[config.mk]
export PLATFORM = sky130hd
export DESIGN_NAME = wgt_grp_sched
export DESIGN_NICKNAME = d
export VERILOG_FILES = /design/src/rtl/conv_pkg.sv /design/src/rtl/wgt_grp_sched.sv
export SDC_FILE = /design/constraint.sdc
export NUM_CORES = 1
export LEC_CHECK = 0
export ABC_AREA = 1
export CAP_MARGIN = 5
export CORE_MARGIN = 4
export CORE_UTILIZATION = 59
export CTS_CLUSTER_SIZE = 14
export DETAILED_ROUTE_END_ITERATION = 7
export PLACE_DENSITY = 0.85
export SLEW_MARGIN = 20
export SYNTH_ARGS = -nofsm -noshare
export SYNTH_HDL_FRONTEND = slang
export SYNTH_SLANG_ARGS = --single-unit
[constraint.sdc]
create_clock -name clk -period 9.36 [get_ports clk]
set_input_delay 1.872 -clock clk [delete_from_list [all_inputs] [get_ports clk]]
set_output_delay 1.872 -clock clk [all_outputs]
set_load 0.005 [all_outputs]
[src/rtl/conv_pkg.sv]
// +----------------------------------------------------------------------+
// | conv_pkg : shared types and helpers for the conv weight scheduler    |
// | Rev 1.0                                                              |
// +----------------------------------------------------------------------+
`default_nettype none

package conv_pkg;

    localparam int IC2_LANES_DEF = 16;
    localparam int OC2_LANES_DEF = 16;

    typedef enum logic [2:0] {
        IDLE      = 3'd0,
        CFG       = 3'd1,
        WAIT_LOAD = 3'd2,
        REQ       = 3'd3,
        WAIT_WGT  = 3'd4,
        DONE      = 3'd5
    } wsched_state_t;

    function automatic logic wgt_bits_legal(input logic [4:0] bits);
        return (bits == 5'd2) || (bits == 5'd4) || (bits == 5'd8) || (bits == 5'd16);
    endfunction

    // log2 of bits/2, i.e. the number of 2-bit slices per weight
    function automatic int slices_log2(input logic [4:0] bits);
        case (bits)
            5'd4:    return 1;
            5'd8:    return 2;
            5'd16:   return 3;
            default: return 0;
        endcase
    endfunction

    function automatic int ocpc(input logic [4:0] bits, input int oc2_lanes);
        return oc2_lanes >> slices_log2(bits);
    endfunction

endpackage

`default_nettype wire

[src/rtl/wgt_grp_sched.sv]
// +----------------------------------------------------------------------+
// | wgt_grp_sched : walks (oc_grp, ic_grp) weight blocks, forwards them  |
// | to the conv core. Optional perf counters: WGT_SCHED_PERF_EN.         |
// | Rev 1.0                                                              |
// +----------------------------------------------------------------------+
`default_nettype none

module wgt_grp_sched
    import conv_pkg::*;
#(
    parameter int IC2_LANES = IC2_LANES_DEF,
    parameter int OC2_LANES = OC2_LANES_DEF,
    parameter int GRP_W     = 8
) (
    input  logic             clk,
    input  logic             rst_n,
    input  logic             start,
    input  logic             abort,
    input  logic [15:0]      cfg_IC,
    input  logic [15:0]      cfg_OC,
    input  logic [4:0]       cfg_wgt_bits,
    input  logic             wgt_load_done,
    output logic [GRP_W-1:0] req_oc_grp,
    output logic [GRP_W-1:0] req_ic_grp,
    output logic             req_valid,
    input  logic             req_ready,
    input  logic             wgt_valid,
    output logic             wgt_ready,
    output logic             blk_valid,
    input  logic             blk_ready,
    output logic             blk_first_ic,
    output logic             blk_last_ic,
    output logic             busy,
    output logic             done,
`ifdef WGT_SCHED_PERF_EN
    output logic [31:0]      perf_stall_cyc,
    output logic [15:0]      perf_blk_cnt,
`endif
    output logic             err
);

    localparam int IC_LOG2 = $clog2(IC2_LANES);
    localparam int OC_LOG2 = $clog2(OC2_LANES);

    wsched_state_t    state_q, state_d;
    logic [15:0]      cfg_ic_q, cfg_oc_q;
    logic [4:0]       cfg_bits_q;
    logic [GRP_W-1:0] n_oc_q, n_ic_q;
    logic [GRP_W-1:0] oc_cnt_q, oc_cnt_d, ic_cnt_q, ic_cnt_d;
    logic             loaded_q, err_q;

    logic             w_start_acc, w_blk_hs, w_last_ic, w_last_oc, w_cfg_legal;
    logic [16:0]      w_oc_sum, w_ic_sum;
    int               w_oc_shift;

    assign w_start_acc = (state_q == IDLE) && start && !abort;
    assign w_blk_hs    = (state_q == WAIT_WGT) && wgt_valid && blk_ready && !abort;
    assign w_last_ic   = (ic_cnt_q == n_ic_q - GRP_W'(1));
    assign w_last_oc   = (oc_cnt_q == n_oc_q - GRP_W'(1));
    assign w_cfg_legal = wgt_bits_legal(cfg_bits_q) && (|cfg_oc_q) && (|cfg_ic_q);

    // ceil(x/d) as (x+d-1)>>log2(d); the lane counts are powers of two
    assign w_oc_shift = OC_LOG2 - slices_log2(cfg_bits_q);
    assign w_oc_sum   = {1'b0, cfg_oc_q} + 17'(ocpc(cfg_bits_q, OC2_LANES)) - 17'd1;
    assign w_ic_sum   = {1'b0, cfg_ic_q} + 17'(IC2_LANES - 1);

    always_comb begin
        state_d   = state_q;
        oc_cnt_d  = oc_cnt_q;
        ic_cnt_d  = ic_cnt_q;
        req_valid = 1'b0;
        wgt_ready = 1'b0;
        blk_valid = 1'b0;
        done      = 1'b0;
        case (state_q)
            IDLE:      if (start) state_d = CFG;
            CFG: begin
                oc_cnt_d = '0;
                ic_cnt_d = '0;
                state_d  = w_cfg_legal ? WAIT_LOAD : IDLE;
            end
            WAIT_LOAD: if (loaded_q || wgt_load_done) state_d = REQ;
            REQ: begin
                req_valid = 1'b1;
                if (req_ready) state_d = WAIT_WGT;
            end
            WAIT_WGT: begin
                blk_valid = wgt_valid;
                wgt_ready = blk_ready;
                if (wgt_valid && blk_ready) begin
                    state_d = REQ;
                    if (w_last_ic) begin
                        ic_cnt_d = '0;
                        if (w_last_oc) begin
                            oc_cnt_d = '0;
                            state_d  = DONE;
                        end else begin
                            oc_cnt_d = oc_cnt_q + GRP_W'(1);
                        end
                    end else begin
                        ic_cnt_d = ic_cnt_q + GRP_W'(1);
                    end
                end
            end
            DONE: begin
                done    = 1'b1;
                state_d = IDLE;
            end
            default: state_d = IDLE;
        endcase
        // Abort drains any block the buffer is already presenting
        if (abort) begin
            state_d   = IDLE;
            oc_cnt_d  = '0;
            ic_cnt_d  = '0;
            req_valid = 1'b0;
            blk_valid = 1'b0;
            wgt_ready = (state_q == WAIT_WGT) && wgt_valid;
        end
    end

    always_ff @(posedge clk) begin
        if (!rst_n) begin
            state_q    <= IDLE;
            oc_cnt_q   <= '0;
            ic_cnt_q   <= '0;
            n_oc_q     <= '0;
            n_ic_q     <= '0;
            cfg_ic_q   <= '0;
            cfg_oc_q   <= '0;
            cfg_bits_q <= '0;
            loaded_q   <= 1'b0;
            err_q      <= 1'b0;
        end else begin
            state_q  <= state_d;
            oc_cnt_q <= oc_cnt_d;
            ic_cnt_q <= ic_cnt_d;
            if (w_start_acc) begin
                cfg_ic_q   <= cfg_IC;
                cfg_oc_q   <= cfg_OC;
                cfg_bits_q <= cfg_wgt_bits;
            end
            if (state_q == CFG) begin
                n_oc_q <= GRP_W'(w_oc_sum >> w_oc_shift);
                n_ic_q <= GRP_W'(w_ic_sum >> IC_LOG2);
            end
            if (abort || state_q == DONE) loaded_q <= 1'b0;
            else if (wgt_load_done)       loaded_q <= 1'b1;
            if (w_start_acc)                                        err_q <= 1'b0;
            else if (state_q == CFG && !w_cfg_legal && !abort)     err_q <= 1'b1;
        end
    end

    assign req_oc_grp   = oc_cnt_q;
    assign req_ic_grp   = ic_cnt_q;
    assign blk_first_ic = (ic_cnt_q == '0);
    assign blk_last_ic  = w_last_ic;
    assign busy         = (state_q != IDLE);
    assign err          = err_q;

`ifdef WGT_SCHED_PERF_EN
    logic [31:0] perf_stall_q;
    logic [15:0] perf_blk_q;
    logic        w_stall;

    assign w_stall = ((state_q == WAIT_WGT) && wgt_valid && !blk_ready) ||
                     ((state_q == REQ) && !req_ready);

    always_ff @(posedge clk) begin
        if (!rst_n || w_start_acc) begin
            perf_stall_q <= '0;
            perf_blk_q   <= '0;
        end else begin
            if (w_stall && perf_stall_q != '1) perf_stall_q <= perf_stall_q + 32'd1;
            if (w_blk_hs && perf_blk_q != '1)  perf_blk_q   <= perf_blk_q + 16'd1;
        end
    end

    assign perf_stall_cyc = perf_stall_q;
    assign perf_blk_cnt   = perf_blk_q;
`endif

endmodule

`default_nettype wire

==> results, run 1 <==
- The end point of the critical path is wgt_ready.
- The internal power is 0.654 mW.
- Counting every sink on the clock net gives 74.
- The number of placed instances, taps included, is 974.
- The quantity of hold-fixing buffers added after cts is 0.
- Synthesis handed over a netlist of 822 instances.
- The count of different cell masters after synthesis is 40.
- The slowest stage of the critical path belongs to the cell sky130_fd_sc_hd__clkdlybuf4s50_1.
- After the first detailed-routing iteration, the DRC count stood at 467.
- Registers are responsible for 33.1% of the overall power.
- The summed negative setup slack over all endpoints is 0 ns.
- The maximum clock frequency is 195 MHz.
- Dividing the detail-routed wire length by the instance count gives 13.8 um.
- Setup slack closes at 4.22 ns.
- The fraction of layout cells with a size suffix above 1 is 4.41%.
- The cell family contributing the most delay on the critical path is buffers and inverters.
- The floorplan die area is 10400 um2.
- The sum of buffers and inverters on the critical path is 2.
- The global-route usage over all layers is 27.5%.
- The worst register-to-register path has a depth of 22.
- The number of synthesized flops with an enable pin is 0.
- The analysis attributes to net switching a power of 0.428 mW.
- The critical setup path kind is primary input to output port.
- The number of DRC violations after detailed routing is 0.
- The run finished with clean final reports.
- The initial antenna violation count is 0.
- The root cell of the clock tree is sky130_fd_sc_hd__clkbuf_8.
- The total routed wirelength is 13600 um.
- The number of buffers on the longest clock path is 2.
- At the worst endpoint, the arrival time is 3.26 ns.
- The H-tree depth reported by CTS is 3.
- The mean cell area of the mapped netlist is 6.31 um2.
- The worst pin sits at a relative slew slack of 45.6%.
- Compared with the post-synthesis result, the final layout area differs by 18.2%.
- Tracing the worst setup path back leads to its startpoint at abort.
- The starting density of the core is 61.9%.
- The total setup violations reported at the end of the flow is 0.
- The post-route minimum period is 5.14 ns.
- The final layout contains 956 nets.
- The first global-routing pass estimated 23400 um of wire.
- In this run switching power makes up 39.6% of total power.
- The via count of the first global-routing pass is 5391.
- The worst-margin pin slew is 0.813 ns.
- Buffers placed on the I/O ports in this run total 68.
- Setup repair after global routing left no endpoint under its margin.
- The worst hold path class is flop to flop.
- In this run the worst path has a maximum fanout of 7.
- The hold violation count in the final report came to 0.
- In this run the critical register-to-register path is captured at n_oc_q[7]$_SDFFE_PN0P_.
- The mapped netlist covers 5190 um2.
- The floorplan has 33 rows.
- The part of the Yosys area used for sequential elements is 28.6%.
- In the synthesized netlist the dominant register cell turns out to be sky130_fd_sc_hd__dfxtp_1.
- The endpoint class of the critical path is an output port.
- 0 antenna diodes ended up in the layout.
- From bottom edge to top edge, the die measures 102 um.
- The number of max-cap violations is 0.
- TritonCTS built the clock tree.
- The first detailed-routing pass took 6 iterations.
- The final period utilization is 54.9%.
- The critical path goes through clkdlybuf4s50_1 -> nor2_1 -> a21oi_1 -> nor2_1 -> clkdlybuf4s50_1.
- The core outline area is 8380 um2.
- The synthesis-stage register bit count is 74.
- The pre-CTS worst setup slack is 4.24 ns.
- Dividing the detail-routed via count by the number of cells gives 5.54.
- The worst register-to-register path begins at cfg_bits_q[3]$_SDFFE_PN0P_.
- The number of cells on the critical path is 5.
- After clock tree synthesis, the repair step resized 0 gates.
- The worst clock skew on the final layout is 0.0137 ns.
- The static leakage is 2.80 nW.
- From left edge to right edge, the die measures 102 um.
- The aggregate global routing overflow is 0.
- The delay of the slowest critical-path stage is 0.56 ns.
- After routing the design area is 6130 um2.
- The worst vdd rail ir drop is 0.115 mV.
- Entering global routing, the biggest net connects 58 pins.
- The I/O pin total is 69.
- The worst setup path is launched from a primary input.
- The synthesis warning total is 0.
- The total cell area at the placement stage is 5920 um2.
- Detailed placement ended at an HPWL of 10200 um.
- The total CTS buffers is 9.
- Dividing total power by cell area gives a power density of 176 nW/um2.
- The total setup buffers inserted after CTS is 0.
- Data on the critical path is required at its endpoint by 7.49 ns.
- Per report_power, the combinational group accounts for 40.8% of the total.
- The detailed router placed 5486 vias in this run.
- Across all register-to-register paths, the minimum setup slack is 5.25 ns.
- In the synthesized netlist the async set-or-reset flop fraction comes to 0%.
- At the end of routability-driven placement, the weighted congestion stood at 0.908.
- Overall power consumption after layout is estimated at 1.08 mW.
- For the worst-skew pair, the clock arrives at the later sink with an insertion delay of 0.36 ns.
- The power share of the clock group is 26.0%.
- The number of nets in the synthesized netlist is 898.
- The number of max-slew violations in the final report is 0.
- For this run, the number of standard cells in the final layout without fillers is 990.
- The remaining number of nets flagged by the antenna check after routing is 0.
- The clock-pin transition on the worst setup and hold timing paths is 0.08 ns.
- The count of filler cells inserted in the layout is 725.
==> sequential cells by signal, summed over array words and instances, names as in the netlist <==
name,flops
req_ic_grp,8
req_oc_grp,8
state_q,3
loaded_q,1
n_ic_q,8
cfg_bits_q,5
err,1
cfg_ic_q,16
cfg_oc_q,16
n_oc_q,8
==> cells in the final DEF (no fill, tap or decap), types with 6 or more instances in the layout <==
| cell | synthesis | layout |
|---|---|---|
| sky130_fd_sc_hd__a21oi_1 | 45 | 45 |
| sky130_fd_sc_hd__nand3_1 | 78 | 78 |
| sky130_fd_sc_hd__o21ai_0 | 63 | 63 |
| sky130_fd_sc_hd__nor2_1 | 115 | 115 |
| sky130_fd_sc_hd__inv_1 | 110 | 110 |
| sky130_fd_sc_hd__nand4_1 | 11 | 11 |
| sky130_fd_sc_hd__xnor2_1 | 13 | 13 |
| sky130_fd_sc_hd__xor2_1 | 17 | 17 |
| sky130_fd_sc_hd__clkbuf_8 | 0 | 9 |
| sky130_fd_sc_hd__nand2_1 | 177 | 177 |
| sky130_fd_sc_hd__clkdlybuf4s50_1 | 0 | 68 |
| sky130_fd_sc_hd__nand2_2 | 6 | 6 |
| sky130_fd_sc_hd__o211ai_1 | 7 | 7 |
| sky130_fd_sc_hd__dfxtp_1 | 74 | 74 |
| sky130_fd_sc_hd__nor3_1 | 12 | 12 |
| sky130_fd_sc_hd__nor4_1 | 6 | 6 |
| sky130_fd_sc_hd__ha_1 | 30 | 30 |
==> area by class of cell <==
cell class              instances  area [um2]  share of cell area (%)
multi-input cells             610        3180                    51.8
flip-flops and latches         74        1480                    24.2
repair buffers                 70         696                    11.3
inverters                     115         432                    7.04
well taps                     105         131                    2.14
clock buffers                  10         128                    2.08
clock inverters                 6        88.8                    1.45
==> cell families (layout without fill, tap and decap cells) <==
kind of cell / count (synthesis) / after routing / synth area share [%]
flops: 74 / 74 / 28.6
compound gates: 129 / 129 / 13.5
fa+ha+maj: 31 / 31 / 7.62
xor+xnor: 30 / 30 / 5.06
simple gates: 420 / 420 / 35.0
buf+inv: 138 / 201 / 10.2
==> routing by layer <==
layer	global-route usage, %	vias up	share of wire, %
met5	0	-	0
met4	9.10	0	2.0
met3	4.55	34	4.8
met2	47.1	156	48
met1	35.1	2535	45
li1	-	2761	-
==> worst min-delay path by stage <==
stage | start | endpoint | depth (start not counted)
3_5_place_dp | n_oc_q[1]$_SDFFE_PN0P_ | n_oc_q[1]$_SDFFE_PN0P_ | 2
5_1_grt | cfg_oc_q[4]$_SDFFE_PN0P_ | cfg_oc_q[4]$_SDFFE_PN0P_ | 2
6_report | n_oc_q[1]$_SDFFE_PN0P_ | n_oc_q[1]$_SDFFE_PN0P_ | 2
2_1_floorplan | n_oc_q[1]$_SDFFE_PN0P_ | n_oc_q[1]$_SDFFE_PN0P_ | 2
3_3_place_gp | n_oc_q[1]$_SDFFE_PN0P_ | n_oc_q[1]$_SDFFE_PN0P_ | 2
4_1_cts | n_oc_q[1]$_SDFFE_PN0P_ | n_oc_q[1]$_SDFFE_PN0P_ | 2
==> tightest hold or removal path: cells and delay by family (launching register included) <==
kind,cells,cell delay (ns)
flip-flops,1,0.32
AO/OA/AOI/OAI,1,0.06
AND/OR/NAND/NOR,1,0.06
==> power groups by stage <==
stage / sequential [mW] / clock, mW / combinational (mW)
floorplan: 0.360 / 0 / 0.333
global placement: 0.364 / 0 / 0.419
detailed placement: 0.365 / 0 / 0.432
CTS: 0.358 / 0.282 / 0.436
global route: 0.362 / 0.297 / 0.506
finish: 0.359 / 0.282 / 0.442
==> per-stage QoR <==
| stage | hold slack [ns] | util (%) |
|---|---|---|
| after floorplan | 0.445 | - |
| after global placement | 0.455 | 70.6 |
| after detailed placement | 0.466 | 70.6 |
| after CTS | 0.477 | 73.2 |
| after global routing | 0.509 | 73.2 |
| final | 0.482 | 73.2 |
==> cell usage after synthesis, types with 4 or more instances <==
| cell | instances | area share, % |
|---|---|---|
| sky130_fd_sc_hd__dfxtp_1 | 74 | 29 |
| sky130_fd_sc_hd__nor3_1 | 12 | 1.2 |
| sky130_fd_sc_hd__a31oi_1 | 5 | 0.60 |
| sky130_fd_sc_hd__xnor2_1 | 13 | 2.2 |
| sky130_fd_sc_hd__xor2_1 | 17 | 2.9 |
| sky130_fd_sc_hd__o21ai_0 | 63 | 6.1 |
| sky130_fd_sc_hd__nand3_1 | 78 | 7.5 |
| sky130_fd_sc_hd__o21bai_1 | 4 | 0.58 |
| sky130_fd_sc_hd__ha_1 | 30 | 7.2 |
| sky130_fd_sc_hd__nand4_1 | 11 | 1.3 |
| sky130_fd_sc_hd__inv_2 | 4 | 0.29 |
| sky130_fd_sc_hd__nor4_1 | 6 | 0.72 |
| sky130_fd_sc_hd__inv_1 | 110 | 8.0 |
| sky130_fd_sc_hd__nor2_1 | 115 | 8.3 |
| sky130_fd_sc_hd__nand2_2 | 6 | 0.72 |
| sky130_fd_sc_hd__o211ai_1 | 7 | 1.0 |
| sky130_fd_sc_hd__nand2_1 | 177 | 13 |
| sky130_fd_sc_hd__a21oi_1 | 45 | 4.3 |
| sky130_fd_sc_hd__clkbuf_1 | 16 | 1.2 |
| sky130_fd_sc_hd__buf_2 | 5 | 0.48 |
(Power assumes the default switching activity.)
==> run 2, diff against run 1 <==
- CORE_UTILIZATION: 59 -> 51
- PLACE_DENSITY: 0.85 -> 0.78
- clock period: 9.36 -> 4.25 ns (I/O delays scaled with it)
==> run 2 against run 1 <==
Sequential share of layout area up 0.064 points. Clock skew down 0.0050 ns. Hold slack worse by 0.0027 ns. Critical path depth up 16. Clock power up 63%. Design area down 0.27%. Count of clock-buffer cells in the layout up 1. Critical endpoint is now n_oc_q[4]$_SDFFE_PN0P_.
==> results, run 2 (synthesized netlist as in run 1, its figures left out) <==
- The flow ran to the end, and the final reports show no timing, DRC or antenna violations.
- After layout, the worst path uses 83.5% of the clock period.
- The maximum fanout along the worst path was 18 (+11).
- The required time at the worst-slack endpoint is 4.49 ns (-3.00 ns).
- The quantity of gates resized following cts is 0 (unchanged).
- The number of max-slew violations in the final report was 0 (unchanged).
- The via count of the first global-routing pass is 5274 (-2.2%).
- The number of buffers on the longest clock path was 2 (unchanged).
- The worst-case headroom to the max-slew limit is 47.2% (+1.6 points).
- The reg-to-reg setup timing slack was 0.70 ns (-4.55 ns).
- The critical setup path kind is flop to flop.
- The global-route wire length before repair is 23500 um (+0.62%).
- The total half-perimeter wirelength after legalization and detailed placement is 10600 um (+4.0%).
- The antenna diode count is 0 (unchanged).
- The quantity of hold-fixing buffers added after cts came to 0 (unchanged).
- The global-route usage over all layers is 24.5% (-3.0 points).
- The post-route minimum period is 3.55 ns.
- The final-stage net count is 958 (+0.21%).
- The most frequent standard cell in the layout excluding fill and tap cells is sky130_fd_sc_hd__nand2_1.
- The worst vdd rail ir drop is 0.185 mV (+61%).
- The sum of buffers and inverters on the critical path came to 3 (+1).
- The endpoint identified for the worst register-to-register timing path is n_oc_q[4]$_SDFFE_PN0P_.
- The worst-margin pin slew is 0.790 ns (-0.0226 ns).
- The power density over the cells is 365 nW/um2 (+110%).
- The worst clock skew on the final layout is 0.00871 ns (-0.00495 ns).
- The via density per instance is 5.25 (-5.2%).
- The count of buffers from port buffering is 68 (unchanged).
- The clock insertion delay at the later pin of the skew report is 0.35 ns (about the same).
- The cell depth of the worst hold path is 2 (unchanged).
- The vias after detailed routing came to 5349 (-2.5%).
- The fraction of power consumed by sequential logic is 35.4% (+2.3 points).
- The iteration-0 DRC count of the detailed router is 312 (-33%).
- The most prevalent standard cell on the critical path is sky130_fd_sc_hd__nand2_1.
- The total CTS buffers is 9 (unchanged).
- The power share of the clock group is 20.6% (-5.4 points).
- The largest registers in the layout are cfg_ic_q (16), cfg_oc_q (16).
- The floorplan die area is 11900 um2 (+14%).
- The summed negative setup slack over all endpoints is 0 ns (unchanged).
- The pre-CTS worst setup slack is 0.726 ns (-3.51 ns).
- The number of max-cap violations is 0 (unchanged).
- The length in cells of the worst reg-to-reg path is 21 (-4.5%).
- The core outline area is 9820 um2 (+17%).
- The source of the worst hold timing path is n_oc_q[1]$_SDFFE_PN0P_.
- The starting density of the core came to 52.8% (-9.1 points).
- The clock-pin transition on the worst setup and hold timing paths is 0.08 ns (about the same).
- The largest net degree at the start of global routing was 58 (unchanged).
- The worst register-to-register path begins at cfg_bits_q[3]$_SDFFE_PN0P_.
- The delay of the slowest critical-path stage is 0.39 ns (-0.17 ns).
- The maximum clock frequency is 282 MHz.
- The worst hold path class is flop to flop.
- TritonCTS built the clock tree.
- The worst-case setup margin in the final layout is 0.699 ns (-3.53 ns).
- The static leakage was 2.79 nW (-0.51%).
- Leaving out fill and tap cells, the most frequent cells in the layout are sky130_fd_sc_hd__nand2_1, sky130_fd_sc_hd__nor2_1, sky130_fd_sc_hd__inv_1.
- The number of DRC violations after detailed routing is 0 (unchanged).
- The relative contribution of combinational cells to total power came to 44.1% (+3.3 points).
- The worst setup path is captured at a flop.
- The fraction of layout cells with a size suffix above 1 is 4.29% (-0.11 points).
- The worst setup path is launched from a flop.
- The signal on the critical path passes through nor2_1 -> nand3_1 -> nand2_2 -> inv_1 -> ha_1 -> clkinv_1 -> ha_1 -> inv_1 -> ha_1 -> nand2_1 -> nand3_1 -> nand2_1 -> nand2_1 -> nand2_1 -> nand3_1 -> nand2_1 -> nand2_1 -> nand2_1 -> o21ai_0 -> a21oi_1 -> nor2_1.
- The count of filler cells inserted in the layout is 980 (+35%).
- For hold timing, the worst endpoint is n_oc_q[1]$_SDFFE_PN0P_.
- The wire length per cell after detailed routing is 13.2 um (-4.3%).
- The share of total power consumed by net switching is 41.0% (+1.4 points).
- The total setup buffers inserted after CTS was 0 (unchanged).
- The number of sinks driven by the clock tree came to 74 (unchanged).
- Compared with the post-synthesis result, the final layout area differs by 17.9%.
- The net load switching power is 0.915 mW (+110%).
- The hold violation count in the final report is 0 (unchanged).
- The aggregate global routing overflow is 0 (unchanged).
- On the critical path, the stage with the largest delay is an instance of sky130_fd_sc_hd__dfxtp_1.
- The iteration count of the initial detailed-routing pass was 7 (+1).
- The number of rows in the core area is 36 (+9.1%).
- Setup repair after global routing left no endpoint under its margin.
- The total routed wirelength is 13400 um (-1.6%).
- The total setup violations reported at the end of the flow is 0 (unchanged).
- The worst endpoint data arrival time was 3.79 ns (+0.53 ns).
- The weighted congestion at the end of routability-driven global placement is 0.937 (+3.2%).
- The internal power is 1.32 mW (+100%).
- The H-tree depth reported by CTS came to 3 (unchanged).
- Broken down by cell family, the worst path's largest delay share belongs to simple AND/OR/NAND/NOR gates.
- The vertical die dimension is 109 um (+7.0%).
- The remaining number of nets flagged by the antenna check after routing is 0 (unchanged).
- The I/O pin total is 69 (unchanged).
- The root cell of the clock tree is sky130_fd_sc_hd__clkbuf_8.
- The initial antenna violation count is 0 (unchanged).
- The die width was 109 um (+7.0%).
[run 2: worst register-to-register path, cell delays in order (launching register included)]
cell	delay, ns
sky130_fd_sc_hd__dfxtp_1	0.39
sky130_fd_sc_hd__nor2_1	0.07
sky130_fd_sc_hd__nand3_1	0.11
sky130_fd_sc_hd__nand2_2	0.22
sky130_fd_sc_hd__inv_1	0.14
sky130_fd_sc_hd__ha_1	0.36
sky130_fd_sc_hd__clkinv_1	0.31
sky130_fd_sc_hd__ha_1	0.36
sky130_fd_sc_hd__inv_1	0.04
sky130_fd_sc_hd__ha_1	0.35
sky130_fd_sc_hd__nand2_1	0.11
sky130_fd_sc_hd__nand3_1	0.16
sky130_fd_sc_hd__nand2_1	0.12
sky130_fd_sc_hd__nand2_1	0.05
sky130_fd_sc_hd__nand2_1	0.06
sky130_fd_sc_hd__nand3_1	0.09
sky130_fd_sc_hd__nand2_1	0.08
sky130_fd_sc_hd__nand2_1	0.04
sky130_fd_sc_hd__nand2_1	0.10
sky130_fd_sc_hd__o21ai_0	0.08
sky130_fd_sc_hd__a21oi_1	0.14
sky130_fd_sc_hd__nor2_1	0.05
[run 2: power groups by stage]
stage	Clock, mW	Combinational (mW)	Sequential, mW
2_1_floorplan	0	0.734	0.793
3_3_place_gp	0	0.960	0.802
3_5_place_dp	0	0.971	0.804
4_1_cts	0.473	0.976	0.789
5_1_grt	0.501	1.14	0.796
6_report	0.459	0.984	0.789
[run 2: worst max-delay path by stage]
stage | slack, ns | start | end | depth (start not counted)
final | 0.70 | cfg_bits_q[3]$_SDFFE_PN0P_ | n_oc_q[4]$_SDFFE_PN0P_ | 21
after detailed placement | 0.73 | cfg_bits_q[3]$_SDFFE_PN0P_ | n_oc_q[7]$_SDFFE_PN0P_ | 22
after floorplan | 0.97 | cfg_bits_q[3]$_SDFFE_PN0P_ | n_oc_q[4]$_SDFFE_PN0P_ | 23
after CTS | 0.72 | cfg_bits_q[3]$_SDFFE_PN0P_ | n_oc_q[7]$_SDFFE_PN0P_ | 22
after global routing | 0.18 | cfg_bits_q[3]$_SDFFE_PN0P_ | n_oc_q[4]$_SDFFE_PN0P_ | 21
after global placement | 0.85 | cfg_bits_q[3]$_SDFFE_PN0P_ | n_oc_q[4]$_SDFFE_PN0P_ | 21
[run 2: cell type report]
class                   count  area [um2]  area share [%]
multi-input cells         610        3180            51.9
flip-flops and latches     74        1480            24.2
well taps                 133         166            2.72
clock inverters             3        18.8           0.307
inverters                 115         432            7.06
repair buffers             72         711            11.6
clock buffers              11         131            2.15
[run 2: through the flow]
step                      total power [mW]  hold slack (ns)  instances  util, %  cell area, um2
after floorplan                       1.53            0.445        822        -            5190
after global placement                1.76            0.465       1004     60.8            5970
after detailed placement              1.77            0.471       1004     60.8            5970
after CTS                             2.24            0.483       1018     62.3            6120
after global routing                  2.44            0.505       1018     62.3            6120
final                                 2.23            0.479       1018     62.3            6120
[run 2: metal layers]
| metal | wire length [um] | GRT usage, % | vias up |
|---|---|---|---|
| met5 | 0 | 0 | - |
| met4 | 299 | 9.38 | 0 |
| met3 | 651 | 3.02 | 28 |
| met2 | 6140 | 39.7 | 141 |
| met1 | 6320 | 33.1 | 2415 |
| li1 | - | - | 2765 |
==> run 3, diff against run 2 <==
- clock period: 4.25 -> 2.95 ns (I/O delays scaled with it)
==> run 3 against run 2 <==
Count of clock-buffer cells in the layout grew 1. Maximum frequency grew 21%. Final cell count grew 1.2%. Sequential power grew 44%. Routed wire length grew 0.37%. Clock power grew 64%. Critical path type unchanged. Largest cell class unchanged.
==> results, run 3 (synthesized netlist as in run 1, its figures left out) <==
- The run finished with clean final reports.
- The number of max-slew violations in the final report is 0 (unchanged).
- In this run the most critical hold path is launched from n_oc_q[1]$_SDFFE_PN0P_.
- The total CTS buffers is 9 (unchanged).
- The CTS tree is done.
- The number of sinks driven by the clock tree is 74 (unchanged).
- The worst clock skew on the final layout is 0.0151 ns (+0.00635 ns).
- The maximum clock frequency is 341 MHz (+21%).
- The relative contribution of combinational cells to total power is 45.0% (+0.9 points).
- The I/O pin total came to 69 (unchanged).
- The via count of the first global-routing pass is 5190 (-1.6%).
- The reg-to-reg setup timing slack is 0.02 ns (-0.68 ns).
- The clock insertion delay at the later pin of the skew report is 0.36 ns (about the same).
- The worst hold path class is flop to flop.
- The final-stage net count is 968 (+1.0%).
- The total half-perimeter wirelength after legalization and detailed placement is 10300 um (-2.8%).
- The net load switching power is 1.39 mW (+52%).
- The final period utilization came to 99.3% (+16 points).
- The maximum fanout along the worst path is 4 (-14).
- The length in cells of the worst reg-to-reg path was 17 (-19%).
- The final hold slack is 0.476 ns (-0.00315 ns).
- The largest registers in the layout are cfg_ic_q (16), cfg_oc_q (16).
- The hold violation count in the final report is 0 (unchanged).
- The number of max-cap violations came to 0 (unchanged).
- The end of the worst register-to-register path is n_oc_q[2]$_SDFFE_PN0P_.
- The number of DRC violations after detailed routing is 0 (unchanged).
- The clock-pin transition on the worst setup and hold timing paths was 0.08 ns (about the same).
- Setup repair after global routing could not meet its margin everywhere.
- The die width is 109 um (unchanged).
- The iteration-0 DRC count of the detailed router is 294 (-5.8%).
- The top cell types in the final layout, fill and taps aside, are sky130_fd_sc_hd__nand2_1, sky130_fd_sc_hd__nor2_1, sky130_fd_sc_hd__inv_1.
- The vertical die dimension is 109 um (unchanged).
- The count of filler cells inserted in the layout is 947 (-3.4%).
- The weighted congestion at the end of routability-driven global placement is 0.888 (-5.3%).
- The remaining number of nets flagged by the antenna check after routing is 0 (unchanged).
- The quantity of hold-fixing buffers added after cts is 0 (unchanged).
- The total power after layout came to 3.44 mW (+54%).
- The initial antenna violation count is 0 (unchanged).
- The post-route minimum period came to 2.93 ns (-0.620 ns).
- CTS placed an instance of sky130_fd_sc_hd__clkbuf_8 at the clock tree root.
- The via density per instance is 5.31 (+1.1%).
- The vias after detailed routing is 5474 (+2.3%).
- The total setup violations reported at the end of the flow is 0 (unchanged).
- The floorplan die area is 11900 um2 (unchanged).
- The count of buffers from port buffering came to 68 (unchanged).
- The internal power is 2.06 mW (+56%).
- The static leakage is 2.90 nW (+4.2%).
- The path with the worst hold slack has its endpoint at n_oc_q[1]$_SDFFE_PN0P_.
- The fraction of layout cells with a size suffix above 1 is 11.4% (+7.1 points).
- The required time at the worst-slack endpoint was 3.19 ns (-1.30 ns).
- STA classifies the critical path startpoint as a flop.
- The core outline area is 9820 um2 (unchanged).
- The worst endpoint data arrival time is 3.17 ns (-0.62 ns).
- The largest net degree at the start of global routing is 58 (unchanged).
- The total routed wirelength is 13500 um (+0.37%).
- The number of buffers on the longest clock path came to 2 (unchanged).
- The cell depth of the worst hold path is 2 (unchanged).
- Relative to the synthesized area, the layout overhead comes to 24.2%.
- The power density over the cells is 534 nW/um2 (+46%).
- The H-tree depth reported by CTS is 3 (unchanged).
- The power share of the clock group is 21.9% (+1.3 points).
- The starting density of the core is 52.8% (unchanged).
- Leaving out fill and tap cells, the most frequent cell in the layout is sky130_fd_sc_hd__nand2_1.
- The fraction of power consumed by sequential logic is 33.1% (-2.3 points).
- The worst-case headroom to the max-slew limit is 46.9% (-0.29 points).
- The share of total power consumed by net switching is 40.3% (-0.71 points).
- The number of rows in the core area was 36 (unchanged).
- The aggregate global routing overflow is 0 (unchanged).
- The antenna diode count is 0 (unchanged).
- The worst setup path is captured at a flop.
- The worst-margin pin slew was 0.795 ns (+0.00435 ns).
- The global-route wire length before repair was 22300 um (-5.1%).
- The wire length per cell after detailed routing is 13.1 um (-0.80%).
- The global-route usage over all layers is 22.9% (-1.5 points).
- The launch instance of the worst register-to-register path is cfg_bits_q[2]$_SDFFE_PN0P_.
- The iteration count of the initial detailed-routing pass is 7 (unchanged).
- The setup path with the least slack is of type flop to flop.
- The worst vdd rail ir drop was 0.323 mV (+75%).
-- run 3: cell types whose count changed in the layout (fill, tap and decap cells not counted), moves of 9 or more --
cell / previous run / this run
sky130_fd_sc_hd__nand2_1: 177 / 167
sky130_fd_sc_hd__nand3_1: 78 / 69
sky130_fd_sc_hd__buf_4: 4 / 13
sky130_fd_sc_hd__nand2_2: 6 / 16
-- run 3: metal layers --
layer	global-route usage (%)	share of wire [%]
met5	0	0
met4	7.39	2.0
met3	4.09	4.9
met2	38.2	48
met1	30.1	46
-- run 3: final cells by class --
type                    instances  area [um2]  area share, %
well taps                     133         166           2.58
inverters                     115         433           6.72
flip-flops and latches         74        1490           23.1
repair buffers                 82         796           12.3
clock inverters                 4        23.8          0.369
multi-input cells             610        3370           52.3
clock buffers                  12         165           2.56
-- run 3: worst max path at each step --
stage                               startpoint                     end  slack, ns  cells after the start
global placement    cfg_bits_q[0]$_SDFFE_PN0P_  n_oc_q[4]$_SDFFE_PN0P_       0.03                     21
finish              cfg_bits_q[2]$_SDFFE_PN0P_  n_oc_q[2]$_SDFFE_PN0P_       0.02                     17
floorplan           cfg_bits_q[0]$_SDFFE_PN0P_  n_oc_q[4]$_SDFFE_PN0P_       0.01                     22
global route        cfg_bits_q[2]$_SDFFE_PN0P_  n_oc_q[6]$_SDFFE_PN0P_      -0.09                     22
detailed placement  cfg_bits_q[0]$_SDFFE_PN0P_  n_oc_q[4]$_SDFFE_PN0P_      -0.05                     21
CTS                 cfg_bits_q[0]$_SDFFE_PN0P_  n_oc_q[4]$_SDFFE_PN0P_       0.01                     21
-- run 3: repair_timing --
| action | in CTS | in global routing |
|---|---|---|
| pin swaps | 1 | 13 |
| resized for setup | 3 | 56 |
| endpoints found under the setup margin | 6 | 9 |
| buffers inserted | 1 | 3 |
-- run 3: power by group through the flow --
| stage | clock, mW | sequential [mW] | combinational (mW) |
|---|---|---|---|
| after floorplan | 0 | 1.14 | 1.06 |
| after global placement | 0 | 1.16 | 1.37 |
| after detailed placement | 0 | 1.16 | 1.39 |
| after CTS | 0.773 | 1.14 | 1.41 |
| after global routing | 0.820 | 1.15 | 1.76 |
| final | 0.753 | 1.14 | 1.55 |
-- run 3: metrics by stage --
step	instance area (um2)	std cells	util, %	TNS [ns]	worst slack, ns
floorplan	5200	822	-	0	0.0117
global placement	6010	1010	61.2	0	0.0313
detailed placement	6010	1010	61.2	-0.0911	-0.0458
CTS	6230	1027	63.4	0	0.0140
global route	6440	1030	65.6	-0.406	-0.0916
finish	6440	1030	65.6	0	0.0193
-- run 3: worst max-delay path: stages (launching register included) --
cell and delay, ns:
sky130_fd_sc_hd__dfxtp_2 0.34, sky130_fd_sc_hd__inv_2 0.05, sky130_fd_sc_hd__nor2_2 0.11, sky130_fd_sc_hd__nand3_1 0.09, sky130_fd_sc_hd__nand2_2 0.16, sky130_fd_sc_hd__ha_4 0.14, sky130_fd_sc_hd__inv_1 0.06, sky130_fd_sc_hd__ha_4 0.26
sky130_fd_sc_hd__inv_2 0.04, sky130_fd_sc_hd__ha_4 0.16, sky130_fd_sc_hd__fa_2 0.40, sky130_fd_sc_hd__buf_4 0.17, sky130_fd_sc_hd__xnor2_1 0.26, sky130_fd_sc_hd__nand2_1 0.09, sky130_fd_sc_hd__o21ai_0 0.13, sky130_fd_sc_hd__nand2_1 0.10
sky130_fd_sc_hd__a31oi_1 0.19, sky130_fd_sc_hd__a21oi_1 0.09
